**config.mk**
```make
export PLATFORM = sky130hd
export DESIGN_NAME = mem_responder
export DESIGN_NICKNAME = d
export VERILOG_FILES = /design/src/rtl/mem_pkg.sv /design/src/rtl/sync2.sv /design/src/rtl/mem_responder.sv
export SDC_FILE = /design/constraint.sdc
export NUM_CORES = 2
export LEC_CHECK = 0
export CORE_ASPECT_RATIO = 1.75
export CORE_MARGIN = 2
export CORE_UTILIZATION = 25
export DETAILED_ROUTE_END_ITERATION = 7
export GPL_TIMING_DRIVEN = 1
export PLACE_DENSITY_LB_ADDON = 0.1
export SETUP_SLACK_MARGIN = 0.15
export SLEW_MARGIN = 20
export SYNTH_ARGS = -nofsm -noshare
export SYNTH_HDL_FRONTEND = slang
export SYNTH_HIERARCHICAL = 1
export SYNTH_SLANG_ARGS = --single-unit
export TNS_END_PERCENT = 30
```
**constraint.sdc**
```tcl
create_clock -name clk -period 17.6 [get_ports clk]
set_input_delay 3.52 -clock clk [delete_from_list [all_inputs] [get_ports clk]]
set_output_delay 3.52 -clock clk [all_outputs]
set_load 0.02 [all_outputs]
```
**src/rtl/mem_pkg.sv**
```systemverilog
// Shared types and constants for the LC-3 memory-port responder.
package mem_pkg;

    typedef enum logic [1:0] {
        ST_IDLE,
        ST_WAIT,
        ST_RESP,
        ST_DONE
    } mem_state_t;

    localparam int DATA_W = 16;
    localparam int ADDR_W = 20;
    localparam logic [ADDR_W-1:0] IO_ADDR = 20'h0FFFF;

endpackage

```
**src/rtl/sync2.sv**
```systemverilog
// Two-flop synchronizer for a multi-bit quasi-static input such as the board switches.
module sync2 #(
    parameter int W = 16
) (
    input  logic         clk,
    input  logic         reset,
    input  logic [W-1:0] d_in,
    output logic [W-1:0] d_out
);

    logic [W-1:0] meta_q;
    logic [W-1:0] sync_q;

    always_ff @(posedge clk or negedge reset) begin
        if (!reset) begin
            meta_q <= '0;
            sync_q <= '0;
        end else begin
            meta_q <= d_in;
            sync_q <= meta_q;
        end
    end

    assign d_out = sync_q;

endmodule

```
**src/rtl/mem_responder.sv**
```systemverilog
// LC-3 memory-port responder: wait-stated word array plus switch/hex-display I/O at 0x0FFFF.
// One transaction per request; a held request is not re-triggered until both requests drop.
module mem_responder
    import mem_pkg::*;
#(
    parameter int DEPTH = 256,
    parameter int WAIT  = 2
) (
    input  logic              clk,
    input  logic              reset,
    input  logic [ADDR_W-1:0] mem_address,
    input  logic [DATA_W-1:0] mem_wdata,
    input  logic              rd_req,
    input  logic              wr_req,
    input  logic [DATA_W-1:0] SW,
    output logic [DATA_W-1:0] mem_rdata,
    output logic              mem_ready,
    output logic [DATA_W-1:0] hex_out
);

    localparam int                IDX_W    = (DEPTH > 1) ? $clog2(DEPTH) : 1;
    localparam logic [ADDR_W-1:0] DEPTH_A  = ADDR_W'(DEPTH);
    localparam logic [3:0]        WAIT_CNT = 4'(WAIT);

    mem_state_t        state_q, state_d;
    logic [3:0]        cnt_q, cnt_d;
    logic [ADDR_W-1:0] addr_q, addr_d;
    logic [DATA_W-1:0] wdata_q, wdata_d;
    logic              is_wr_q, is_wr_d;
    logic [DATA_W-1:0] rdata_q, rdata_d;
    logic              ready_q, ready_d;
    logic [DATA_W-1:0] hex_q, hex_d;

    logic              any_req;
    logic              commit;
    logic [ADDR_W-1:0] acc_addr;
    logic [DATA_W-1:0] acc_wdata;
    logic              acc_wr;
    logic              is_io;
    logic              is_arr;
    logic [DATA_W-1:0] arr_word;
    logic [DATA_W-1:0] sw_sync;

    logic [DATA_W-1:0] mem_array [DEPTH];

    sync2 #(
        .W(DATA_W)
    ) u_sw_sync (
        .clk  (clk),
        .reset(reset),
        .d_in (SW),
        .d_out(sw_sync)
    );

    // With zero wait states the access commits straight out of IDLE, before the latches are loaded.
    assign any_req   = rd_req | wr_req;
    assign acc_addr  = (state_q == ST_IDLE) ? mem_address : addr_q;
    assign acc_wdata = (state_q == ST_IDLE) ? mem_wdata   : wdata_q;
    assign acc_wr    = (state_q == ST_IDLE) ? wr_req      : is_wr_q;
    assign is_io     = (acc_addr == IO_ADDR);
    assign is_arr    = (acc_addr < DEPTH_A);
    assign arr_word  = mem_array[acc_addr[IDX_W-1:0]];

    always_comb begin
        state_d = state_q;
        cnt_d   = cnt_q;
        addr_d  = addr_q;
        wdata_d = wdata_q;
        is_wr_d = is_wr_q;
        rdata_d = rdata_q;
        hex_d   = hex_q;
        ready_d = 1'b0;
        commit  = 1'b0;

        case (state_q)
            ST_IDLE: begin
                if (any_req) begin
                    addr_d  = mem_address;
                    wdata_d = mem_wdata;
                    is_wr_d = wr_req;
                    cnt_d   = WAIT_CNT;
                    if (WAIT > 0) begin
                        state_d = ST_WAIT;
                    end else begin
                        state_d = ST_RESP;
                        commit  = 1'b1;
                    end
                end
            end
            ST_WAIT: begin
                cnt_d = cnt_q - 4'd1;
                if (!any_req) begin
                    state_d = ST_IDLE;
                end else if (cnt_q == 4'd1) begin
                    state_d = ST_RESP;
                    commit  = 1'b1;
                end
            end
            ST_RESP: begin
                state_d = ST_DONE;
            end
            ST_DONE: begin
                if (!any_req) begin
                    state_d = ST_IDLE;
                end
            end
            default: begin
                state_d = ST_IDLE;
            end
        endcase

        // Unmapped reads return zero; unmapped writes fall through both decodes and are dropped.
        if (commit) begin
            ready_d = 1'b1;
            if (acc_wr) begin
                if (is_io) begin
                    hex_d = acc_wdata;
                end
            end else if (is_io) begin
                rdata_d = sw_sync;
            end else if (is_arr) begin
                rdata_d = arr_word;
            end else begin
                rdata_d = '0;
            end
        end
    end

    always_ff @(posedge clk or negedge reset) begin
        if (!reset) begin
            state_q <= ST_IDLE;
            cnt_q   <= '0;
            addr_q  <= '0;
            wdata_q <= '0;
            is_wr_q <= 1'b0;
            rdata_q <= '0;
            ready_q <= 1'b0;
            hex_q   <= '0;
        end else begin
            state_q <= state_d;
            cnt_q   <= cnt_d;
            addr_q  <= addr_d;
            wdata_q <= wdata_d;
            is_wr_q <= is_wr_d;
            rdata_q <= rdata_d;
            ready_q <= ready_d;
            hex_q   <= hex_d;
        end
    end

    // Array contents survive reset, so this storage has no reset branch.
    always_ff @(posedge clk) begin
        if (commit && acc_wr && is_arr) begin
            mem_array[acc_addr[IDX_W-1:0]] <= acc_wdata;
        end
    end

    assign mem_rdata = rdata_q;
    assign mem_ready = ready_q;
    assign hex_out   = hex_q;

endmodule

```
== Word level (Yosys, flattened, before mapping) ==
Memories as Yosys holds them, arrays and structs flattened.
Index checks and enable logic that the tools add are counted.
Storage, ports and cells
  register bits: 108
  memory bits (writable): 4096
  bits of input ports: 56
  word-level logic and storage cells: 50
  memories kept: 1
Cells by class
  add/sub/neg operators: 1
  order comparisons: 1
  eq/ne operators: 8
  muxes and demuxes: 18
  bitwise operators: 2
  reduce and logical (&&, ||, !) cells: 9
Memories
  mem_array: words 256, bits a word 16, rd ports 1, clocked after Yosys merged registers in 0, write ports 1, RTL line mem_responder.sv:44  | logic [DATA_W-1:0] mem_array [DEPTH];
Operators with widths (number)
  16-bit 2-to-1 mux: 3
  20-bit by 16-bit equality test with 1-bit output, second input constant: 1
  20-bit by 9-bit less-than comparator with 1-bit output, second input constant: 1
  20-bit 2-to-1 mux: 1
  2-bit 2-to-1 mux: 4
  2-bit one-hot mux with 4 select lines: 1
  4-bit one-hot mux with 2 select lines: 1
  1-bit 2-to-1 mux: 7
  2-bit AND reduction: 3
  3-bit AND reduction: 2
  2-bit equality test, second input constant: 2
  4-bit by 1-bit equality test with 1-bit output, second input constant: 1
  4-bit 2-to-1 mux: 1
  2-bit != test, second input constant: 2
  4-bit by 1-bit subtractor with 4-bit output, second input constant: 1
  3-bit != test, second input constant: 1
  2-bit by 1-bit equality test with 1-bit output, second input constant: 1
  1-bit logical AND: 2
  2-bit logical NOT: 1
  2-bit nonzero test: 1
  1-bit NOT: 1
  1-bit bitwise OR: 1

== Depth between registers and ports, before layout ==
  word-level depth: 8
  gate-level depth with buffers: 14

== By module ==
Netlist, hierarchy kept.
By module, submodules not included
  mem_responder: times used 1, cells each 8848, area each 151663.0 um^2
  sync2: times used 1, cells each 32, area each 800.8 um^2

== Worst setup path after synthesis ==
No wires, ideal clock.
  path type: input-to-reg
  from: input mem_wdata[0]
  to: memory mem_array[0][0] (data pin)
  library setup time: 825 ps
  arrival: 6629 ps
  data required time: 16775 ps
  path slack: 10146 ps
  cell stages on the path: 2
  path buffers: 0
  cells stage by stage: nand2_1 -> nand2_1
Between the ends
  cells in the longest elaborated chain, start to end: 1
Ends and longest elaborated chain
  start: declaration: RTL line mem_responder.sv:12  | input logic [DATA_W-1:0] mem_wdata,
  16-bit 2-to-1 mux: RTL line mem_responder.sv:58  | assign acc_wdata = (state_q == ST_IDLE) ? mem_wdata : wdata_q;
  named net acc_wdata[0]: RTL line mem_responder.sv:37  | logic [DATA_W-1:0] acc_wdata;
  end: declaration: RTL line mem_responder.sv:44
The timed path passes the listed nets, and every way through them passes these cells.

== Worst setup path after layout ==
  from: input mem_address[1]
  to: register rdata_q[13], in the netlist mem_rdata[13]
Between the ends
  cells in the longest elaborated chain, start to end: 4
  elaborated cells on any way between the ends: 6
Ends and longest elaborated chain
  start: declaration: RTL line mem_responder.sv:11  | input logic [ADDR_W-1:0] mem_address,
  20-bit 2-to-1 mux *: RTL line mem_responder.sv:57  | assign acc_addr = (state_q == ST_IDLE) ? mem_address : addr_q;
  memory 256 x 16 bit or 20-bit by 9-bit less-than comparator with 1-bit output (tied branches)
  16-bit 2-to-1 mux: RTL line mem_responder.sv:121  | end else if (is_arr) begin
  16-bit 2-to-1 mux *: RTL line mem_responder.sv:119  | end else if (is_io) begin
  end signal: assignment: RTL line mem_responder.sv:145  | rdata_q <= rdata_d;
  end: declaration: RTL line mem_responder.sv:30  | logic [DATA_W-1:0] rdata_q, rdata_d;
Every way passes the cells marked *; elsewhere a longest branch is shown, timed or not.
A chain may end at the register's enable or synchronous reset.

==> results_dict.tcl <==
set metrics [dict create \
    r2r-end "mem_rdata[13]" \
    max_stage_delay_ns 0.84 \
    cts_tree "yes" \
    die_area_um2 616400 \
    pwr-share-comb 0.321 \
    period_share 0.5111 \
    ys_ff_latch 4204 \
    synth_nets 8938 \
    synth_top_cell_by_area "edfxtp_1" \
    ctsHoldBuffers 0 \
    p_int_w 0.01995 \
    post-place-ws_ns 7.454 \
    io_pins 89 \
    grt_overflow 0 \
    crit_type "in -> reg" \
    post_cts_resize_count 0 \
    hold_path.startpoint "u_sw_sync/meta_q[0]" \
    area_growth_pct 18.58 \
    die_y_mm 1.037 \
    grtUsageTotal 0.1948 \
    synth_warnings 6 \
    gp_congestion 0.8333 \
    cts_setup_buffers 0 \
    switchingPower_w 0.01216 \
    synth_most_common_cell "edfxtp_1" \
    p_sw_frac 0.3788 \
    synth-seq-area-share 0.8245 \
    placed_cells 16870 \
    synth_area_leaders "edfxtp_1 (81%), o22ai_1 (8.0%), o21ai_0 (3.0%)" \
    path_buf_inv 5 \
    ir_worst_vdd_mv 0.1322 \
    hold_violations 0 \
    avgRoutedWirePerCell_um 34.96 \
    final_cells 17710 \
    cts-root-buf "clkbuf_16" \
    synth_top_area_frac 0.8067 \
    tightest_slew_ns 1.233 \
    worstHoldPathCells 0 \
    synthArstFlopShare 0.02569 \
    clk_latency_ns 0.97 \
    clock_skew_ns 0.04822 \
    first_pass_iters 6 \
    min_to "u_sw_sync/d_out[0]" \
    maxCapViolCount 0 \
    end_kind "register" \
    drt_iter0_drc 7491 \
    path_delay_family "buffers and inverters" \
    layout-drive-gt1-share 0.1502 \
    worst_path_most_repeated_cell "buf_4" \
    numPortBuffers 88 \
    dp_hpwl_mm 377.6 \
    setup_slack_ns 8.604 \
    fin_setup_tns_ns 0 \
    htreeDepth 5 \
    status "completed" \
    powerDensity_nw_per_um2 177.6 \
    p_leak_nw 53.71 \
    drv_slew 0 \
    clockPowerShare 0.278 \
    start_util 0.2508 \
    totalWireLength_mm 619.1 \
    via_per_inst 5.056 \
    synth_top_cells_by_count "edfxtp_1 (4096), o22ai_1 (1948), o21ai_0 (901), clkbuf_1 (278), nor2_1 (273)" \
    critical_path_peak_fanout 48 \
    timing.fmax_ghz 0.1112 \
    synth-edff-count 4096 \
    synthFlopType "edfxtp_1" \
    seqPwrFrac 0.401 \
    die_w_um 594.3 \
    relSlewSlack 0.1670 \
    hp-class "reg -> reg" \
    rsz0062_at_grt "no" \
    cts.clk_slew.worst_paths_ns 0.07 \
    syn_avg_cell_area_um2 17.17 \
    crit_chain "clkdlybuf4s50_1 -> nand2b_1 -> mux2_8 -> buf_4 -> buf_4 -> buf_4 -> o22ai_1 -> o21ai_0 -> a41oi_1 -> o41ai_2 -> buf_4 -> nand4_1 -> o21ai_1" \
    rows 379 \
    setup_viol 0 \
    coreArea_um2 607900 \
    r2r_cells 12 \
    yosysUniqueCellTypes 47 \
    cts_made_buffers 399 \
    rrSetupSlack_ns 10.94 \
    critPathRequiredTime_ns 18.47 \
    drc 0 \
    whs_ns 0.3411 \
    r2r-start "state_q[0]" \
    cts.sinks 4204 \
    nets 9330 \
    cts_buffer_depth 4 \
    postRouteAntennaNets 0 \
    grt_max_degree 111 \
    antenna_found_initial 40 \
    period_needed_ns 8.996 \
    synthCells 8880 \
    crit_arrival_ns 9.86 \
    cp-start-kind "input port" \
    critPathSlowestCell "o41ai_2" \
    synthesis.area_um2 152500 \
    grt_pass1_wl_mm 831.7 \
    grt_pass1_vias 92330 \
    vias 89530 \
]
==> stage by stage <==
stage / area [um^2] / utilization / total power, W
6_report: 180800 / 0.2974 / 0.03211
5_1_grt: 180700 / 0.2973 / 0.03319
4_1_cts: 180500 / 0.2969 / 0.03262
3_5_place_dp: 167200 / 0.2751 / 0.02366
3_3_place_gp: 165900 / 0.2729 / 0.02334
2_1_floorplan: 152500 / - / 0.01821
==> worst register-to-register path, cell delays in order (launching register included) <==
cell and delay [ns]:
dfrtp_1 0.47, or2_2 0.51, mux2_8 0.80, buf_4 0.74
buf_4 0.58, buf_4 0.58, o22ai_1 0.14, o21ai_0 0.25
a41oi_1 0.40, o41ai_2 0.85, buf_4 0.29, nand4_1 0.58
o21ai_1 0.37
==> per-layer routing <==
| metal | routed length [um] | global-route usage | up-vias |
|---|---|---|---|
| li1 | - | - | 38030 |
| met1 | 224200 | 0.2108 | 48600 |
| met2 | 344100 | 0.3808 | 2215 |
| met3 | 18520 | 0.01536 | 690 |
| met4 | 32290 | 0.08815 | 2 |
| met5 | 13 | 0 | - |
==> placed cells by master, fill, tap and decap left out, types with 76 or more instances in the layout <==
cell	instances
a41oi_1	171
buf_4	474
clkbuf_1	76
clkbuf_16	410
clkdlybuf4s50_1	87
dfrtp_1	102
diode_2	93
edfxtp_1	4096
nand2_1	155
nor2_1	150
o21ai_0	896
o21ai_1	100
o22ai_1	1948
==> cells by family after synthesis <==
logic type               synth area share
multiplexers                     0.001756
AND/OR/NAND/NOR                   0.01581
buffers and inverters             0.01895
AO/OA/AOI/OAI                      0.1389
adder cells (fa/ha/maj)         0.0001641
flip-flops                         0.8245
==> power groups by stage <==
stage	sequential [W]	clock [W]	combinational, W
floorplan	0.0136	0	0.00464
global placement	0.0131	0	0.0103
detailed placement	0.0131	0	0.0106
CTS	0.0129	0.00915	0.0106
global route	0.0129	0.00948	0.0108
finish	0.0129	0.00893	0.0103
==> registers in the layout (all words and copies together) (netlist names), named ones only <==
register          cells
u_sw_sync/meta_q     16
mem_array          4096
u_sw_sync/d_out      16
mem_rdata            16
cnt_q                 4
is_wr_q               1
hex_out              16
addr_q               20
mem_ready             1
wdata_q              16
state_q               1
==> worst max-delay path by stage <==
stage	endpoint	startpoint	depth (start not counted)	slack (ns)
after global placement	mem_rdata[0]	mem_address[1]	10	6.34
after detailed placement	mem_rdata[13]	mem_address[1]	13	7.45
final	mem_rdata[13]	mem_address[1]	13	8.60
after floorplan	mem_array[0][0]	mem_wdata[0]	2	10.15
after CTS	mem_rdata[13]	mem_address[1]	13	8.49
after global routing	mem_rdata[13]	mem_address[1]	13	8.56
==> area by class of cell <==
class                           instances  area (um^2)
Inverter                               10        37.54
Timing Repair Buffer                  634         5669
Fill cell                           59930       427100
Antenna cell                           93        232.7
Sequential cell                      4204       125700
Tap cell                             8001        10010
Clock inverter                        240         2502
Clock buffer                          502        10770
Multi-Input combinational cell       4023        25860
Power figures use the tool's default switching activity.
